<file path="config.mk">
export PLATFORM = sky130hd
export DESIGN_NAME = pl_mem_arbiter_flat
export DESIGN_NICKNAME = d
export VERILOG_FILES = /design/src/rtl/pl_mips_pkg.sv /design/src/rtl/pl_mem_arbiter_if.sv /design/src/rtl/pl_mem_arbiter.sv /design/src/flat_wrapper.sv
export SDC_FILE = /design/constraint.sdc
export NUM_CORES = 1
export LEC_CHECK = 0
export BUFFER_PORTS_ARGS = -buffer_cell sky130_fd_sc_hd__buf_2
export CAP_MARGIN = 5
export CORE_MARGIN = 2
export CORE_UTILIZATION = 50
export CTS_BUF_LIST = sky130_fd_sc_hd__clkbuf_16
export DETAILED_ROUTE_END_ITERATION = 6
export GPL_TIMING_DRIVEN = 0
export PLACE_DENSITY = 0.87
export SLEW_MARGIN = 5
export SYNTH_ARGS = -nofsm -noshare
export SYNTH_HDL_FRONTEND = slang
export SYNTH_SLANG_ARGS = --single-unit
export TNS_END_PERCENT = 50
</file>
<file path="constraint.sdc">
create_clock -name clk -period 3.1 [get_ports clk]
set_input_delay 0.31 -clock clk [delete_from_list [all_inputs] [get_ports clk]]
set_output_delay 0.31 -clock clk [all_outputs]
set_load 0.05 [all_outputs]
</file>
<file path="src/rtl/pl_mips_pkg.sv">
// pl_mips_pkg: shared types and constants for the pipelined MIPS memory arbiter.
package pl_mips_pkg;
    typedef enum logic [1:0] {IDLE, IF_BUSY, DM_BUSY} arb_state_t;
    localparam logic [31:0] ARB_ERR_RDATA = '0;
endpackage

</file>
<file path="src/rtl/pl_mem_arbiter_if.sv">
// pl_mem_arbiter_if: pipeline request/ack signals plus the shared memory port.
interface pl_mem_arbiter_if #(
    parameter int ADDR_W = 32,
    parameter int DATA_W = 32
);
    logic              if_req, if_ack;
    logic [ADDR_W-1:0] if_addr;
    logic [DATA_W-1:0] if_rdata;
    logic              dm_rd, dm_wr, dm_ack;
    logic [ADDR_W-1:0] dm_addr;
    logic [DATA_W-1:0] dm_wdata, dm_rdata;
    logic              stall_if, stall_mem;
    logic              mem_req, mem_we, mem_ack;
    logic [ADDR_W-1:0] mem_addr;
    logic [DATA_W-1:0] mem_wdata, mem_rdata;
    logic              bus_error;

    modport slave (
        input  if_req, if_addr, dm_rd, dm_wr, dm_addr, dm_wdata, mem_rdata, mem_ack,
        output if_rdata, if_ack, dm_rdata, dm_ack, stall_if, stall_mem,
               mem_req, mem_we, mem_addr, mem_wdata, bus_error
    );
    modport master (
        output if_req, if_addr, dm_rd, dm_wr, dm_addr, dm_wdata, mem_rdata, mem_ack,
        input  if_rdata, if_ack, dm_rdata, dm_ack, stall_if, stall_mem,
               mem_req, mem_we, mem_addr, mem_wdata, bus_error
    );
endinterface

</file>
<file path="src/rtl/pl_mem_arbiter.sv">
// pl_mem_arbiter: shares one memory port between fetch and data access, with
// fetch starvation protection and a per-transaction timeout.
module pl_mem_arbiter import pl_mips_pkg::*; #(
    parameter int ADDR_W     = 32,
    parameter int DATA_W     = 32,
    parameter int STARVE_MAX = 4,
    parameter int TIMEOUT    = 16
) (
    input logic           clk,
    input logic           rst_n,
    pl_mem_arbiter_if.slave bus
);
    localparam logic [3:0] SMAX  = 4'(STARVE_MAX);
    localparam logic [7:0] TLAST = 8'(TIMEOUT - 1);
    localparam logic [DATA_W-1:0] ERR = DATA_W'(ARB_ERR_RDATA);

    arb_state_t        state, state_n;
    logic [3:0]        starve_cnt, starve_n;
    logic [7:0]        to_cnt, to_n;
    logic              mem_req, mem_req_n, mem_we, mem_we_n;
    logic [ADDR_W-1:0] mem_addr, mem_addr_n;
    logic [DATA_W-1:0] mem_wdata, mem_wdata_n, if_rdata, if_rdata_n, dm_rdata, dm_rdata_n;
    logic              if_ack, if_ack_n, dm_ack, dm_ack_n, bus_error, bus_error_n;
    logic              dm_req, if_win, done, abort;

    assign dm_req = bus.dm_rd | bus.dm_wr;
    assign if_win = bus.if_req & (~dm_req | starve_cnt == SMAX);
    // an ack on the terminal-count cycle still completes normally
    assign done   = state != IDLE & bus.mem_ack;
    assign abort  = state != IDLE & ~bus.mem_ack & to_cnt == TLAST;

    always_comb begin
        state_n     = state;
        starve_n    = starve_cnt;
        to_n        = to_cnt;
        mem_req_n   = mem_req;
        mem_we_n    = mem_we;
        mem_addr_n  = mem_addr;
        mem_wdata_n = mem_wdata;
        if_rdata_n  = if_rdata;
        dm_rdata_n  = dm_rdata;
        if_ack_n    = 1'b0;
        dm_ack_n    = 1'b0;
        bus_error_n = 1'b0;
        if (state == IDLE) begin
            to_n     = '0;
            starve_n = bus.if_req ? starve_cnt : '0;
            if (if_win) begin
                state_n    = IF_BUSY;
                mem_req_n  = 1'b1;
                mem_we_n   = 1'b0;
                mem_addr_n = bus.if_addr;
                starve_n   = '0;
            end else if (bus.dm_rd & bus.dm_wr) begin
                dm_ack_n    = 1'b1;
                bus_error_n = 1'b1;
                dm_rdata_n  = ERR;
            end else if (dm_req) begin
                state_n     = DM_BUSY;
                mem_req_n   = 1'b1;
                mem_we_n    = bus.dm_wr;
                mem_addr_n  = bus.dm_addr;
                mem_wdata_n = bus.dm_wdata;
                starve_n    = bus.if_req ? starve_cnt + 4'd1 : '0;
            end
        end else begin
            to_n = to_cnt + 8'd1;
            if (done | abort) begin
                state_n     = IDLE;
                mem_req_n   = 1'b0;
                if_ack_n    = state == IF_BUSY;
                dm_ack_n    = state == DM_BUSY;
                bus_error_n = abort;
                if_rdata_n  = state == IF_BUSY ? (abort ? ERR : bus.mem_rdata) : if_rdata;
                dm_rdata_n  = state == DM_BUSY && (abort || !mem_we) ? (abort ? ERR : bus.mem_rdata) : dm_rdata;
            end
        end
    end

    always_ff @(posedge clk or negedge rst_n) begin
        if (!rst_n) begin
            state      <= IDLE;
            starve_cnt <= '0;
            to_cnt     <= '0;
            mem_req    <= 1'b0;
            mem_we     <= 1'b0;
            mem_addr   <= '0;
            mem_wdata  <= '0;
            if_rdata   <= '0;
            dm_rdata   <= '0;
            if_ack     <= 1'b0;
            dm_ack     <= 1'b0;
            bus_error  <= 1'b0;
        end else begin
            state      <= state_n;
            starve_cnt <= starve_n;
            to_cnt     <= to_n;
            mem_req    <= mem_req_n;
            mem_we     <= mem_we_n;
            mem_addr   <= mem_addr_n;
            mem_wdata  <= mem_wdata_n;
            if_rdata   <= if_rdata_n;
            dm_rdata   <= dm_rdata_n;
            if_ack     <= if_ack_n;
            dm_ack     <= dm_ack_n;
            bus_error  <= bus_error_n;
        end
    end

    assign bus.mem_req   = mem_req;
    assign bus.mem_we    = mem_we;
    assign bus.mem_addr  = mem_addr;
    assign bus.mem_wdata = mem_wdata;
    assign bus.if_rdata  = if_rdata;
    assign bus.dm_rdata  = dm_rdata;
    assign bus.if_ack    = if_ack;
    assign bus.dm_ack    = dm_ack;
    assign bus.bus_error = bus_error;
    assign bus.stall_if  = bus.if_req & ~if_ack;
    assign bus.stall_mem = dm_req & ~dm_ack;
endmodule

</file>
<file path="src/flat_wrapper.sv">
// flat-port wrapper written by rule: the top's interface ports become plain ports
module pl_mem_arbiter_flat import pl_mips_pkg::*;
#(
    parameter int ADDR_W     = 32,
    parameter int DATA_W     = 32,
    parameter int STARVE_MAX = 4,
    parameter int TIMEOUT    = 16
)
  (clk, rst_n, bus_if_req, bus_if_addr, bus_dm_rd, bus_dm_wr, bus_dm_addr, bus_dm_wdata, bus_mem_rdata, bus_mem_ack, bus_if_rdata, bus_if_ack, bus_dm_rdata, bus_dm_ack, bus_stall_if, bus_stall_mem, bus_mem_req, bus_mem_we, bus_mem_addr, bus_mem_wdata, bus_bus_error);
  pl_mem_arbiter_if #(.ADDR_W(ADDR_W), .DATA_W(DATA_W)) bus_i ();
  input logic clk;
  input logic rst_n;
  input wire logic [$bits(bus_i.if_req)-1:0] bus_if_req;
  input wire logic [$bits(bus_i.if_addr)-1:0] bus_if_addr;
  input wire logic [$bits(bus_i.dm_rd)-1:0] bus_dm_rd;
  input wire logic [$bits(bus_i.dm_wr)-1:0] bus_dm_wr;
  input wire logic [$bits(bus_i.dm_addr)-1:0] bus_dm_addr;
  input wire logic [$bits(bus_i.dm_wdata)-1:0] bus_dm_wdata;
  input wire logic [$bits(bus_i.mem_rdata)-1:0] bus_mem_rdata;
  input wire logic [$bits(bus_i.mem_ack)-1:0] bus_mem_ack;
  output wire logic [$bits(bus_i.if_rdata)-1:0] bus_if_rdata;
  output wire logic [$bits(bus_i.if_ack)-1:0] bus_if_ack;
  output wire logic [$bits(bus_i.dm_rdata)-1:0] bus_dm_rdata;
  output wire logic [$bits(bus_i.dm_ack)-1:0] bus_dm_ack;
  output wire logic [$bits(bus_i.stall_if)-1:0] bus_stall_if;
  output wire logic [$bits(bus_i.stall_mem)-1:0] bus_stall_mem;
  output wire logic [$bits(bus_i.mem_req)-1:0] bus_mem_req;
  output wire logic [$bits(bus_i.mem_we)-1:0] bus_mem_we;
  output wire logic [$bits(bus_i.mem_addr)-1:0] bus_mem_addr;
  output wire logic [$bits(bus_i.mem_wdata)-1:0] bus_mem_wdata;
  output wire logic [$bits(bus_i.bus_error)-1:0] bus_bus_error;
  assign bus_i.if_req = bus_if_req;
  assign bus_i.if_addr = bus_if_addr;
  assign bus_i.dm_rd = bus_dm_rd;
  assign bus_i.dm_wr = bus_dm_wr;
  assign bus_i.dm_addr = bus_dm_addr;
  assign bus_i.dm_wdata = bus_dm_wdata;
  assign bus_i.mem_rdata = bus_mem_rdata;
  assign bus_i.mem_ack = bus_mem_ack;
  assign bus_if_rdata = bus_i.if_rdata;
  assign bus_if_ack = bus_i.if_ack;
  assign bus_dm_rdata = bus_i.dm_rdata;
  assign bus_dm_ack = bus_i.dm_ack;
  assign bus_stall_if = bus_i.stall_if;
  assign bus_stall_mem = bus_i.stall_mem;
  assign bus_mem_req = bus_i.mem_req;
  assign bus_mem_we = bus_i.mem_we;
  assign bus_mem_addr = bus_i.mem_addr;
  assign bus_mem_wdata = bus_i.mem_wdata;
  assign bus_bus_error = bus_i.bus_error;
  pl_mem_arbiter #(.ADDR_W(ADDR_W), .DATA_W(DATA_W), .STARVE_MAX(STARVE_MAX), .TIMEOUT(TIMEOUT)) u_core (.clk(clk), .rst_n(rst_n), .bus(bus_i));
endmodule
</file>
==> impl_metrics.yaml <==
pwr:
  cellPowerDensity_nw_per_um2: 1360
  leakagePower_uw: 0.00402
  ir_drop_uv: 1000
outcome:
  run_status: "finished, final reports clean"
synthesis:
  seq_area_frac_synth: 0.629
  synth.avg_cell_area_um2: 14.0
  synth_top_area_frac: 0.629
  syn-num-nets: 556
  ys_warn_count: 0
  yosysTopAreaCell: "dfrtp_1"
  synthTopCellsByArea: "dfrtp_1 63%, a22o_1 9.6%, o221a_2 6.2%"
  ys_types: 44
  synth-seq-cells: 147
  syn-instance-count: 419
  syn-cell-area_um2: 5850
route:
  route.detailed.drc: 0
  wl_per_cell_um: 18.2
  first_iter_violations: 405
  postRouteAntennaNets: 0
  drtPass1Iterations: 4
  vias: 4782
  drt_wl_total_um: 15700
  routed_via_density: 5.55
cells_and_area:
  fillers: 783
  multi_input_area_um2: 1980
  layout-drive-gt1-share: 0.506
  regArea_um2: 3680
  final_common_cell: "buf_2"
  area_delta_synth_final_pct: 36.0
  stdcell_area_um2: 7950
  n_antenna_cell: 0
  final_cell_mix: "276 x buf_2, 147 x dfrtp_1, 64 x a22o_1"
  nets: 844
worst_setup_path:
  start_kind: "register"
  timing.rr.end: "u_core.bus.mem_addr[26]$_DFFE_PN0P_"
  critical-path-slowest-cell: "o221ai_1"
  r2r_cells: 7
  reg2reg_slack_ns: 0.70
  crit_fanout: 10
  cp_top_family: "compound AO/OA/AOI/OAI gates"
  required_ns: 3.41
  end_kind: "register"
  cp_slowest_stage_delay_ns: 0.64
  r2r-start: "u_core.starve_cnt[0]$_DFFE_PN0N_"
  cp_num_buf_inv: 2
  crit_arrival_ns: 2.71
  worstPathCellList: "inv_1, ha_1, and3b_1, o221ai_1, clkbuf_1, nand2b_1, o221a_2"
  critical_path_class: "reg2reg"
clock_network:
  path_clk_slew_ns: 0.06
  h-tree-depth: 4
  cts_made_buffers: 17
  clock_sinks: 147
  cts_tree: "yes"
  cts_setup_buffers: 0
  clk_latency_ns: 0.42
  cts_root_buffer: "clkbuf_16"
  cts_max_path_buffers: 2
placed_design:
  dpl.hpwl_um: 11600
  portBuffers: 267
  placed_area_um2: 7390
  routabilityCongestion: 0.865
grt:
  grt_pass1_vias: 5055
  overflow: 0
  grt_antenna_before_repair: 0
  grt_max_degree: 95
  grt_pass1_wl_um: 25200
  track_usage: 0.256
hold_path:
  worstHoldStart: "bus_dm_wdata[29]"
  holdPathStages: 2
  hold_path_class: "in2reg"
  hold_path_end: "u_core.bus.mem_wdata[29]$_DFFE_PN0P_"
timing:
  rsz0062_at_grt: "no"
  finalCritPeriodShare: 0.775
  slew_headroom: 0.388
  period_minus_slack_ns: 2.40
  tns_ns: 0
  finalMaxSlewViolations: 0
  worst_pin_slew_ns: 0.916
  finalSetupViolations: 0
  fmaxAchievable_ghz: 0.416
  final.setup_skew_ns: 0.0111
  hold_viol: 0
floorplan:
  core.rowCount: 39
  dieArea_um2: 12600
  die_w_um: 112
  core_area_um2: 11400
  die_height_um: 112
  start_util: 0.512
  io_pins: 269
flow_run:
  maxCapViolCount: 0
## report_power, final
part | switching [uW] | leakage (uW) | internal (uW)
logic | 4080 | 0.00195 | 1590
registers | 477 | 0.00180 | 2760
clock network | 758 | 0.000269 | 1160
## timing repair
action / 4_1_cts / 5_1_grt
hold buffers: 1 / 0
gates resized for setup: 0 / 0
setup endpoints to repair: 0 / 0
hold endpoints to repair: 53 / 0
## worst max path at each step
stage	end	startpoint	depth (start not counted)
2_1_floorplan	u_core.bus.mem_wdata[0]$_DFFE_PN0P_	u_core.starve_cnt[0]$_DFFE_PN0N_	8
3_3_place_gp	u_core.bus.mem_addr[1]$_DFFE_PN0P_	rst_n	1
3_5_place_dp	u_core.bus.mem_addr[24]$_DFFE_PN0P_	u_core.starve_cnt[0]$_DFFE_PN0N_	7
4_1_cts	u_core.bus.mem_addr[26]$_DFFE_PN0P_	u_core.starve_cnt[0]$_DFFE_PN0N_	7
5_1_grt	u_core.bus.mem_addr[26]$_DFFE_PN0P_	u_core.starve_cnt[0]$_DFFE_PN0N_	7
6_report	u_core.bus.mem_addr[26]$_DFFE_PN0P_	u_core.starve_cnt[0]$_DFFE_PN0N_	7
## worst register-to-register path: stages (launching register included)
cell and delay (ns):
dfrtp_1 0.43, inv_1 0.07, ha_1 0.20, and3b_1 0.21, o221ai_1 0.64, clkbuf_1 0.47, nand2b_1 0.13, o221a_2 0.14
## final cells by class
type	instances	area share
flip-flops and latches	147	0.463
clock buffers	17	0.0535
inverters	5	0.00236
clock inverters	14	0.0154
multi-input cells	237	0.249
repair buffers	269	0.174
plain buffers	30	0.0209
well taps	143	0.0225
## synthesized netlist by cell type
cell type and count:
a21oi_2 1, o221a_2 32, nand4_1 1, a2bb2oi_1 1
inv_1 5, xor2_2 1, and3b_1 2, clkbuf_1 14
buf_6 5, buf_4 1, nor4_2 2, dfrtp_1 147
nand2b_1 33, o21ai_0 4, or4_1 2, mux2_1 16
or2_2 1, a22o_1 64, o2bb2ai_1 1, a21oi_1 4
a32o_1 1, mux2_2 16, or3_1 1, nand2_1 14
nor2_1 11, nand4b_1 1, a31oi_1 1, o211ai_1 2
and3_1 1, nand3b_1 2, nor2b_1 1, a21o_1 1
o221ai_1 1, o41ai_1 1, xnor2_1 3, nor3b_1 1
or3b_1 1, and2_1 1, nor3_1 2, nand3_1 4
buf_2 10, xor2_1 2, a311oi_2 1, ha_1 3
## registers in the layout (all words and copies together) (netlist names), 2 cells and up
register and count:
u_core.state 2, u_core.bus.mem_wdata 32, u_core.starve_cnt 4, u_core.bus.if_rdata 32, u_core.to_cnt 8, u_core.bus.mem_addr 32, u_core.bus.dm_rdata 32
## routing by layer
metal / GRT usage / share of wire / vias up
met5: 0 / 0 / -
met4: 0.108 / 0.024 / 0
met3: 0.0767 / 0.076 / 29
met2: 0.443 / 0.51 / 224
met1: 0.296 / 0.39 / 2384
li1: - / - / 2145
## stage by stage
step	hold slack (ns)	utilization	std cells	total power, uW	setup slack [ns]
floorplan	0.0144	-	419	7480	1.27
detailed placement	0.291	0.648	830	8920	0.681
finish	0.0994	0.696	862	10800	0.699
global route	0.0959	0.696	862	11300	0.543
global placement	0.448	0.645	829	8760	-0.136
CTS	0.0860	0.696	862	10900	0.677
## cell families (layout without fill, tap and decap cells)
logic type	after synthesis	after routing	synth area share
compound gates	115	115	0.181
flops	147	147	0.629
buf+inv	35	335	0.0317
mux	32	32	0.0616
simple gates	81	81	0.0796
xor+xnor	6	6	0.0103
fa+ha+maj	3	3	0.00642
Power figures use the tool's default switching activity.
